## config.mk

```make
export PLATFORM = sky130hd
export DESIGN_NAME = adder_launch_capture
export DESIGN_NICKNAME = d
export VERILOG_FILES = /design/src/rtl/adder_launch_capture.sv
export SDC_FILE = /design/constraint.sdc
export NUM_CORES = 1
export LEC_CHECK = 0
export ABC_CLOCK_PERIOD_IN_PS = 5900
export CAP_MARGIN = 5
export CORE_MARGIN = 4
export CORE_UTILIZATION = 42
export DETAILED_ROUTE_END_ITERATION = 16
export PLACE_DENSITY = 0.76
export SYNTH_ARGS = -nofsm -noshare
export SYNTH_HDL_FRONTEND = slang
export SYNTH_SLANG_ARGS = --single-unit
export TNS_END_PERCENT = 1
```

## constraint.sdc

```tcl
create_clock -name i_clk -period 5.9 [get_ports i_clk]
set_input_delay 0.885 -clock i_clk [delete_from_list [all_inputs] [get_ports i_clk]]
set_output_delay 0.885 -clock i_clk [all_outputs]
set_load 0.02 [all_outputs]
```

## src/rtl/adder_launch_capture.sv

```systemverilog
// Launch/capture wrapper around a combinational adder under test.
// Registers operands, waits SETTLE_CYCLES, captures and checks the sum.
module adder_launch_capture #(
    parameter int WIDTH         = 9,
    parameter int SETTLE_CYCLES = 2,
    parameter int ERR_W         = 16
) (
    input  logic             i_clk,
    input  logic             i_rst_n,
    input  logic             i_valid,
    output logic             o_ready,
    input  logic [WIDTH-1:0] i_a,
    input  logic [WIDTH-1:0] i_b,
    output logic [WIDTH-1:0] o_add_term1,
    output logic [WIDTH-1:0] o_add_term2,
    input  logic [WIDTH-1:0] i_sum,
    input  logic             i_cout,
    output logic             o_valid,
    input  logic             i_ready,
    output logic [WIDTH:0]   o_result,
    output logic             o_mismatch,
    input  logic             i_clr_err,
    output logic [ERR_W-1:0] o_err_count
);

    typedef enum logic [1:0] {
        IDLE,
        SETTLE,
        HOLD
    } state_t;

    localparam logic [3:0] CNT_INIT = 4'(SETTLE_CYCLES - 1);
    localparam logic [ERR_W-1:0] ERR_MAX = '1;

    state_t state;
    state_t state_nxt;

    logic [3:0]     cnt;
    logic [WIDTH:0] golden;
    logic [WIDTH:0] captured;
    logic           accept;
    logic           capture;
    logic           drain;
    logic           bad;

    assign captured = {i_cout, i_sum};
    assign bad      = (captured != golden);

    always_comb begin
        state_nxt = state;
        o_ready   = 1'b0;
        accept    = 1'b0;
        capture   = 1'b0;
        drain     = 1'b0;
        unique case (state)
            IDLE: begin
                o_ready = 1'b1;
                if (i_valid) begin
                    accept    = 1'b1;
                    state_nxt = SETTLE;
                end
            end
            SETTLE: begin
                if (cnt == 4'd0) begin
                    capture   = 1'b1;
                    state_nxt = HOLD;
                end
            end
            HOLD: begin
                if (i_ready) begin
                    drain     = 1'b1;
                    state_nxt = IDLE;
                end
            end
            default: state_nxt = IDLE;
        endcase
    end

    always_ff @(posedge i_clk or negedge i_rst_n) begin
        if (!i_rst_n) begin
            state <= IDLE;
        end else begin
            state <= state_nxt;
        end
    end

    // Operands only move on an accept, keeping the adder inputs quiet.
    always_ff @(posedge i_clk or negedge i_rst_n) begin
        if (!i_rst_n) begin
            o_add_term1 <= '0;
            o_add_term2 <= '0;
            golden      <= '0;
        end else if (accept) begin
            o_add_term1 <= i_a;
            o_add_term2 <= i_b;
            golden      <= {1'b0, i_a} + {1'b0, i_b};
        end
    end

    always_ff @(posedge i_clk or negedge i_rst_n) begin
        if (!i_rst_n) begin
            cnt <= 4'd0;
        end else if (accept) begin
            cnt <= CNT_INIT;
        end else if (state == SETTLE && cnt != 4'd0) begin
            cnt <= cnt - 4'd1;
        end
    end

    always_ff @(posedge i_clk or negedge i_rst_n) begin
        if (!i_rst_n) begin
            o_result   <= '0;
            o_mismatch <= 1'b0;
            o_valid    <= 1'b0;
        end else if (capture) begin
            o_result   <= captured;
            o_mismatch <= bad;
            o_valid    <= 1'b1;
        end else if (drain) begin
            o_valid    <= 1'b0;
        end
    end

    // Clear takes priority over a same-edge increment.
    always_ff @(posedge i_clk or negedge i_rst_n) begin
        if (!i_rst_n) begin
            o_err_count <= '0;
        end else if (i_clr_err) begin
            o_err_count <= '0;
        end else if (capture && bad && o_err_count != ERR_MAX) begin
            o_err_count <= o_err_count + 1'b1;
        end
    end

endmodule

```

Word level (Yosys, flattened, before mapping) --
Index checks and enable logic that the tools add are counted.
Storage, ports and cells: register bits 62, bits of input ports 33, output and inout bits 47, logic and storage cells 46
Operators by class: add/sub/neg operators 3, equality and inequality tests 7, multiplexer cells 17, reduce and logical (&&, ||, !) cells 10
Operators by type and width (number):
- 2-to-1 mux 16 bit | 2
- adder 16 x 1 -> 16 bit, second input constant | 1
- != test 16 bit, second input constant | 1
- adder 9 x 9 -> 10 bit | 1
- != test 10 bit | 1
- 2-to-1 mux 1 bit | 9
- 2-to-1 mux 4 bit | 2
- 2-to-1 mux 2 bit | 3
- != test 2 bit, second input constant | 3
- one-hot mux 2 bit (3 select lines) | 1
- nonzero test 2 bit | 3
- logical NOT 4 bit | 1
- nonzero test 4 bit | 1
- subtractor 4 x 1 -> 4 bit, second input constant | 1
- logical AND 1 bit | 3
- AND reduction 3 bit | 1
- equality test 2 x 1 -> 1 bit, second input constant | 1
- equality test 2 bit, second input constant | 1
- logical NOT 2 bit | 1

Longest topological paths before layout --
depth after elaboration 7, gate-level depth with buffers 8

Least setup slack after synthesis --
OpenSTA, ideal clock, no wires.
path type in2reg, start point input i_a[0], end point register golden[8], setup time 0.139 ns, arrival time 2.190 ns, path slack 3.571 ns, cell stages on the path 8, path through ha_1 inv_1 fa_1 nor2b_1 o21ai_0 a21boi_0 nand3b_1 nand3_1
On the way: cells in the longest elaborated chain, start to end 1
Ends and longest elaborated chain:
- from (decl) | RTL line 12 | input logic [WIDTH-1:0] i_a,
- adder 9 x 9 -> 10 bit | RTL line 96 | golden <= {1'b0, i_a} + {1'b0, i_b};
- to (signal assigned) | RTL line 96
- to (decl) | RTL line 39 | logic [WIDTH:0] golden;
No other way between the ends. A chain may end at the register's enable or synchronous reset.

Final worst setup path --
Same ends and word-level chain as after synthesis.

==> flow_summary.toml <==
[outcome]
outcome = "completed"

[power]
vdd_drop_max_v = 0.000279
swShare_pct = 38.4
p_seq_share_pct = 38.1
switchingPower_w = 0.000689
comb_power_share_pct = 43.7
cellPowerDensity_nw_per_um2 = 417
p_leak_nw = 1.87
p_int_w = 0.00110
p_clk_share_pct = 18.2

[die]
fp.dieW_um = 96.1
io_pins = 80
rows = 31
die_area_um2 = 9230
die_y_um = 96.1
start_util_pct = 44.0
core_region_area_um2 = 7410

[critical_path]
arrival_ps = 2970
crit_path_max_fanout = 5
slowest_delay_ps = 500
cp-end-kind = "flip-flop"
path_buf_inv = 2
crit_chain = "clkdlybuf4s50_1 -> ha_1 -> inv_1 -> fa_1 -> nor2b_1 -> o21ai_0 -> a21boi_0 -> nand3b_1 -> nand3_1"
crit_type = "in -> reg"
startpoint = "i_a[0]"
cp_slowest_cell = "clkdlybuf4s50_1"
crit_family = "adder cells"
crit-reg2reg-launch = "cnt[0]"
critPathLaunchType = "input port"
worstPathRequired_ps = 6100

[timing]
finalCriticalPeriod_ps = 2760
rsz0062_at_grt = "false"
setup_slack_ps = 3140
tns_ps = 0
finalCritPeriodShare_pct = 46.9
finalSetupViolCount = 0
slew_headroom_pct = 30.0
slew_viol_final = 0
hold_viol_final = 0
max_freq_mhz = 362
clock_skew_ps = 9.98
worst_slew_pin_slew_ps = 1050

[yosys]
post-synth-top-count-cell = "nand2_1"
syn_inst = 359
ys_top_cells_by_count = "104 x nand2_1, 62 x dfrtp_1, 17 x o21ai_0"
syn_nets = 404
async_flop_share_pct = 100
syn-cell-area_um2 = 3260
ys_seq_area_share_pct = 47.6
yosys_warnings = 0
synth_area_leaders = "dfrtp_1 48%, nand2_1 12%, ha_1 4.2%, xnor2_1 2.7%, o21ai_0 2.6%"
synth_area_per_cell_um2 = 9.08
synth-main-ff-cell = "dfrtp_1"
ys_types = 50
yosysTopAreaCell = "dfrtp_1"
synth_seq_cells = 62
yosysTopAreaCellShare_pct = 47.6
synth_edf_count = 0

[clock_tree]
tritoncts = "built"
post_cts_hold_buffer_count = 0
cts.htree.levels = 3
cts_sinks = 62
root_buffer = "clkbuf_8"
cts_buffers = 9
postCtsSetupBuffers = 0
clk_pin_slew_ps = 60
clock_path_buffers = 2
worstSkewPairLatency_ps = 340
post_cts_resized = 0

[cells_and_area]
layout.nets = 481
multi_input_area_um2 = 1610
drive_gt1_share_pct = 5.68
regArea_um2 = 1550
n_fill_cell = 659
area_growth_pct = 31.8
final-instance-count-excl-fill = 539
final_cell_area_um2 = 4300
antenna_cells = 0

[detailed_routing]
routed_wl_mm = 7.73
first_pass_iters = 5
drc = 0
wl_per_cell_um = 14.3
num_vias = 2826
vias_per_cell = 5.24
drt_iter0_drc = 85
drtAntennaViolNets = 0

[placed_design]
dp_slack_ps = 2810
dp_cells = 524
port_buffers = 79
dp_hpwl_mm = 5.59
place_congestion = 0.847
place_area_um2 = 4130

[hold_path]
hold_class = "reg -> reg"
hold_start = "o_result[8]"

[global_route]
overflow = 0
antenna_found_initial = 0
grt_pass1_vias = 2728
track_usage_pct = 17.6
grt_max_degree = 63
grt_pass1_wl_mm = 12.6

[run]
maxCapViolCount = 0
==> power by group through the flow <==
stage          sequential (W)  combinational [W]  clock [W]
6_report             0.000684           0.000783   0.000326
3_3_place_gp         0.000684           0.000774          0
5_1_grt              0.000706           0.000873   0.000353
4_1_cts              0.000686           0.000793   0.000337
2_1_floorplan        0.000793           0.000351          0
3_5_place_dp         0.000687           0.000792          0
==> worst min-delay path, stage by stage, from the launching register on <==
cell,delay [ps]
dfrtp_1,340
nand2_1,50
nand2_1,50
==> stage by stage <==
stage | hold WS [ps] | total power, W | util (%)
after floorplan | 466 | 0.00114 | -
after global placement | 459 | 0.00146 | 55.7
after detailed placement | 461 | 0.00148 | 55.7
after CTS | 487 | 0.00182 | 58.0
after global routing | 511 | 0.00193 | 58.0
final | 479 | 0.00179 | 58.0
==> state kept, by name, indices dropped and copies added (netlist names) <==
signal / count
o_err_count: 16
golden: 10
o_result: 10
o_add_term1: 9
o_add_term2: 9
cnt: 4
state: 2
o_mismatch: 1
o_valid: 1
==> final timing paths <==
path / cells after the start / endpoint / slack [ps]
max: 9 / golden[8] / 3140
min: 2 / o_result[8] / 480
max reg2reg: 6 / o_err_count[3] / 3380
min reg2reg: 2 / o_result[8] / 480
max in group asynchronous: 2 / golden[4] / 4670
min in group asynchronous: 2 / o_err_count[8] / 700
==> cell families after synthesis <==
| kind of cell | after synthesis | synth area share, % |
|---|---|---|
| flip-flops | 62 | 47.6 |
| multiplexers | 5 | 1.69 |
| XOR/XNOR | 16 | 4.30 |
| AO/OA/AOI/OAI | 54 | 10.8 |
| buffers and inverters | 25 | 3.15 |
| adder cells (fa/ha/maj) | 12 | 4.84 |
| AND/OR/NAND/NOR | 185 | 27.6 |
==> cells in the final DEF, fill, tap and decap left out, drive strengths merged, types with 6 or more instances in the layout <==
cell type      instances
o31ai                  8
nor2b                  8
nand4                  7
nor3                   7
xor2                   6
nor2                  14
xnor2                 10
or4                    8
a21oi                 11
nor4                   6
clkbuf                14
nand3                  8
clkdlybuf4s50         78
nand2                104
o21ai                 18
dfrtp                 62
ha                    11
inv                    9
==> per-layer routing <==
metal | up-vias | track usage, % | share of wire (%)
li1 | 1400 | - | -
met3 | 17 | 4.85 | 6.9
met5 | - | 0 | 0
met2 | 85 | 26.0 | 44
met4 | 0 | 8.77 | 2.4
met1 | 1324 | 23.7 | 46
==> final cells by class <==
cell class,instances,area share [%]
flip-flops and latches,62,36.1
multi-input cells,272,37.5
repair buffers,82,18.8
inverters,9,0.786
clock buffers,14,3.79
clock inverters,1,0.116
well taps,99,2.88
(Power assumes the default switching activity.)
==> patch (same settings) <==
`WIDTH`: 9 -> 18.
--- a/src/rtl/adder_launch_capture.sv
+++ b/src/rtl/adder_launch_capture.sv
@@ -1,7 +1,7 @@
 // Launch/capture wrapper around a combinational adder under test.
 // Registers operands, waits SETTLE_CYCLES, captures and checks the sum.
 module adder_launch_capture #(
-    parameter int WIDTH         = 9,
+    parameter int WIDTH         = 18,
     parameter int SETTLE_CYCLES = 2,
     parameter int ERR_W         = 16
 ) (
Interface: changed (6 resized); port bits go from 80 to 134. No check against the original RTL was run, so the function may have changed too.
==> patch against the unedited design <==
  * Sequential cell count increased by 36
  * Wire length is 71% higher
  * Largest power group unchanged
  * Design area is 59% higher
  * Total power up 74%
  * Worst setup slack worse by 260 ps
  * Highest routed layer unchanged
  * Area after synthesis increased by 56%
  * Worst hold slack got worse by 1.9 ps
  * Count of clock-buffer cells in the layout up 1
  * Critical endpoint is now golden[12]$_DFFE_PN0P_
==> patch: results (changes against the unedited design) <==
set qor(1st_pass_router_iterations) 4 ;# was 5
set qor(critPathArrivalTime_ps) 3310 ;# was 2970 ps
set qor(number_of_instances_in_the_placed_design) 793 ;# was 524
set qor(clock_sinks) 98 ;# was 62
set qor(worst_path_dominant_cell_family) {simple AND/OR/NAND/NOR gates} ;# was adder cells
set qor(r2r_slack_ps) 3150 ;# was 3380 ps
set qor(p_sw_share_pct) 37.8 ;# was 38.4%
set qor(grt_util_all_layers_pct) 19.5 ;# was 17.6%
set qor(synth.yosys.seq_area_share_pct) 48.2 ;# was 47.6%
set qor(final.fill_count) 1022 ;# was 659
set qor(powerClk_uw) 573 ;# was 326 uW
set qor(synth_top_cells_by_area) {sky130_fd_sc_hd__dfrtp_1 (48%), sky130_fd_sc_hd__nand2_1 (10%), sky130_fd_sc_hd__mux2_2 (5.1%)} ;# was sky130_fd_sc_hd__dfrtp_1 (48%), sky130_fd_sc_hd__nand2_1 (12%), sky130_fd_sc_hd__ha_1 (4.2%)
set qor(vias) 4368 ;# was 2826
set qor(status) {finished, final reports clean} ;# unchanged
set qor(hold-path-endpoint) {o_add_term2[0]$_DFFE_PN0P_} ;# was o_result[8]$_DFFE_PN0P_
set qor(wl_met1_um) 6150 ;# was 3580 um
set qor(post_route_cells_drive_above_1_share_pct) 7.06 ;# was 5.68%
set qor(global_route.usage.met1_pct) 26.0 ;# was 23.7%
set qor(synth_cell_type_count) 53 ;# was 50
set qor(cts_root_buffer) {sky130_fd_sc_hd__clkbuf_16} ;# was sky130_fd_sc_hd__clkbuf_8
set qor(post_detailed_routing_wire_length_um) 13200 ;# was 7730 um
set qor(synth.avg_cell_area_um2) 9.48 ;# was 9.08 um2
set qor(layout.nonclk_buf_share_pct) 19.8 ;# was 18.8%
set qor(groute.layer.met2.usage_pct) 31.7 ;# was 26.0%
set qor(path_max_fanout) 3 ;# was 5
set qor(finalClockSkew_ps) 7.12 ;# was 9.98 ps
set qor(gp_routability_congestion) 0.835 ;# was 0.847
set qor(clock_area_share_pct) 4.19 ;# was 3.90%
set qor(grt.met3_usage_pct) 4.08 ;# was 4.85%
set qor(nets) 742 ;# was 481
set qor(hold_ws_ps) 477 ;# was 479 ps
set qor(peakVddDrop_v) 0.000266 ;# was 0.000279 V
set qor(core_utilization_of_the_finished_layout_pct) 58.4 ;# was 58.0%
set qor(ff2ff_path_depth) 7 ;# was 6
set qor(place_hpwl_um) 9900 ;# was 5590 um
set qor(fin_cells) 809 ;# was 539
set qor(post_placement_setup_slack_ps) 2550 ;# was 2810 ps
set qor(grt_pass1_vias) 4526 ;# was 2728
set qor(inv_count) 12 ;# was 9
set qor(multiInputCombCellCount) 404 ;# was 272
-- patch: cells by family (layout without fill, tap and decap cells) --
logic type	after synthesis	after routing	share of synthesized area, %
compound gates	94	94	12.1
buf+inv	35	164	2.75
mux	25	25	5.48
simple gates	233	233	20.9
flops	98	98	48.2
fa+ha+maj	21	21	5.31
xor+xnor	31	31	5.33
-- patch: worst max path at each step --
| stage | from | end | slack [ps] | cells after the start |
|---|---|---|---|---|
| after floorplan | i_a[0] | golden[12]$_DFFE_PN0P_ | 3240 | 9 |
| after global routing | i_a[0] | golden[12]$_DFFE_PN0P_ | 2690 | 10 |
| after CTS | i_a[0] | golden[12]$_DFFE_PN0P_ | 2900 | 10 |
| after global placement | i_a[0] | golden[12]$_DFFE_PN0P_ | 2640 | 10 |
| after detailed placement | i_a[0] | golden[12]$_DFFE_PN0P_ | 2550 | 10 |
| final | i_a[0] | golden[12]$_DFFE_PN0P_ | 2870 | 10 |
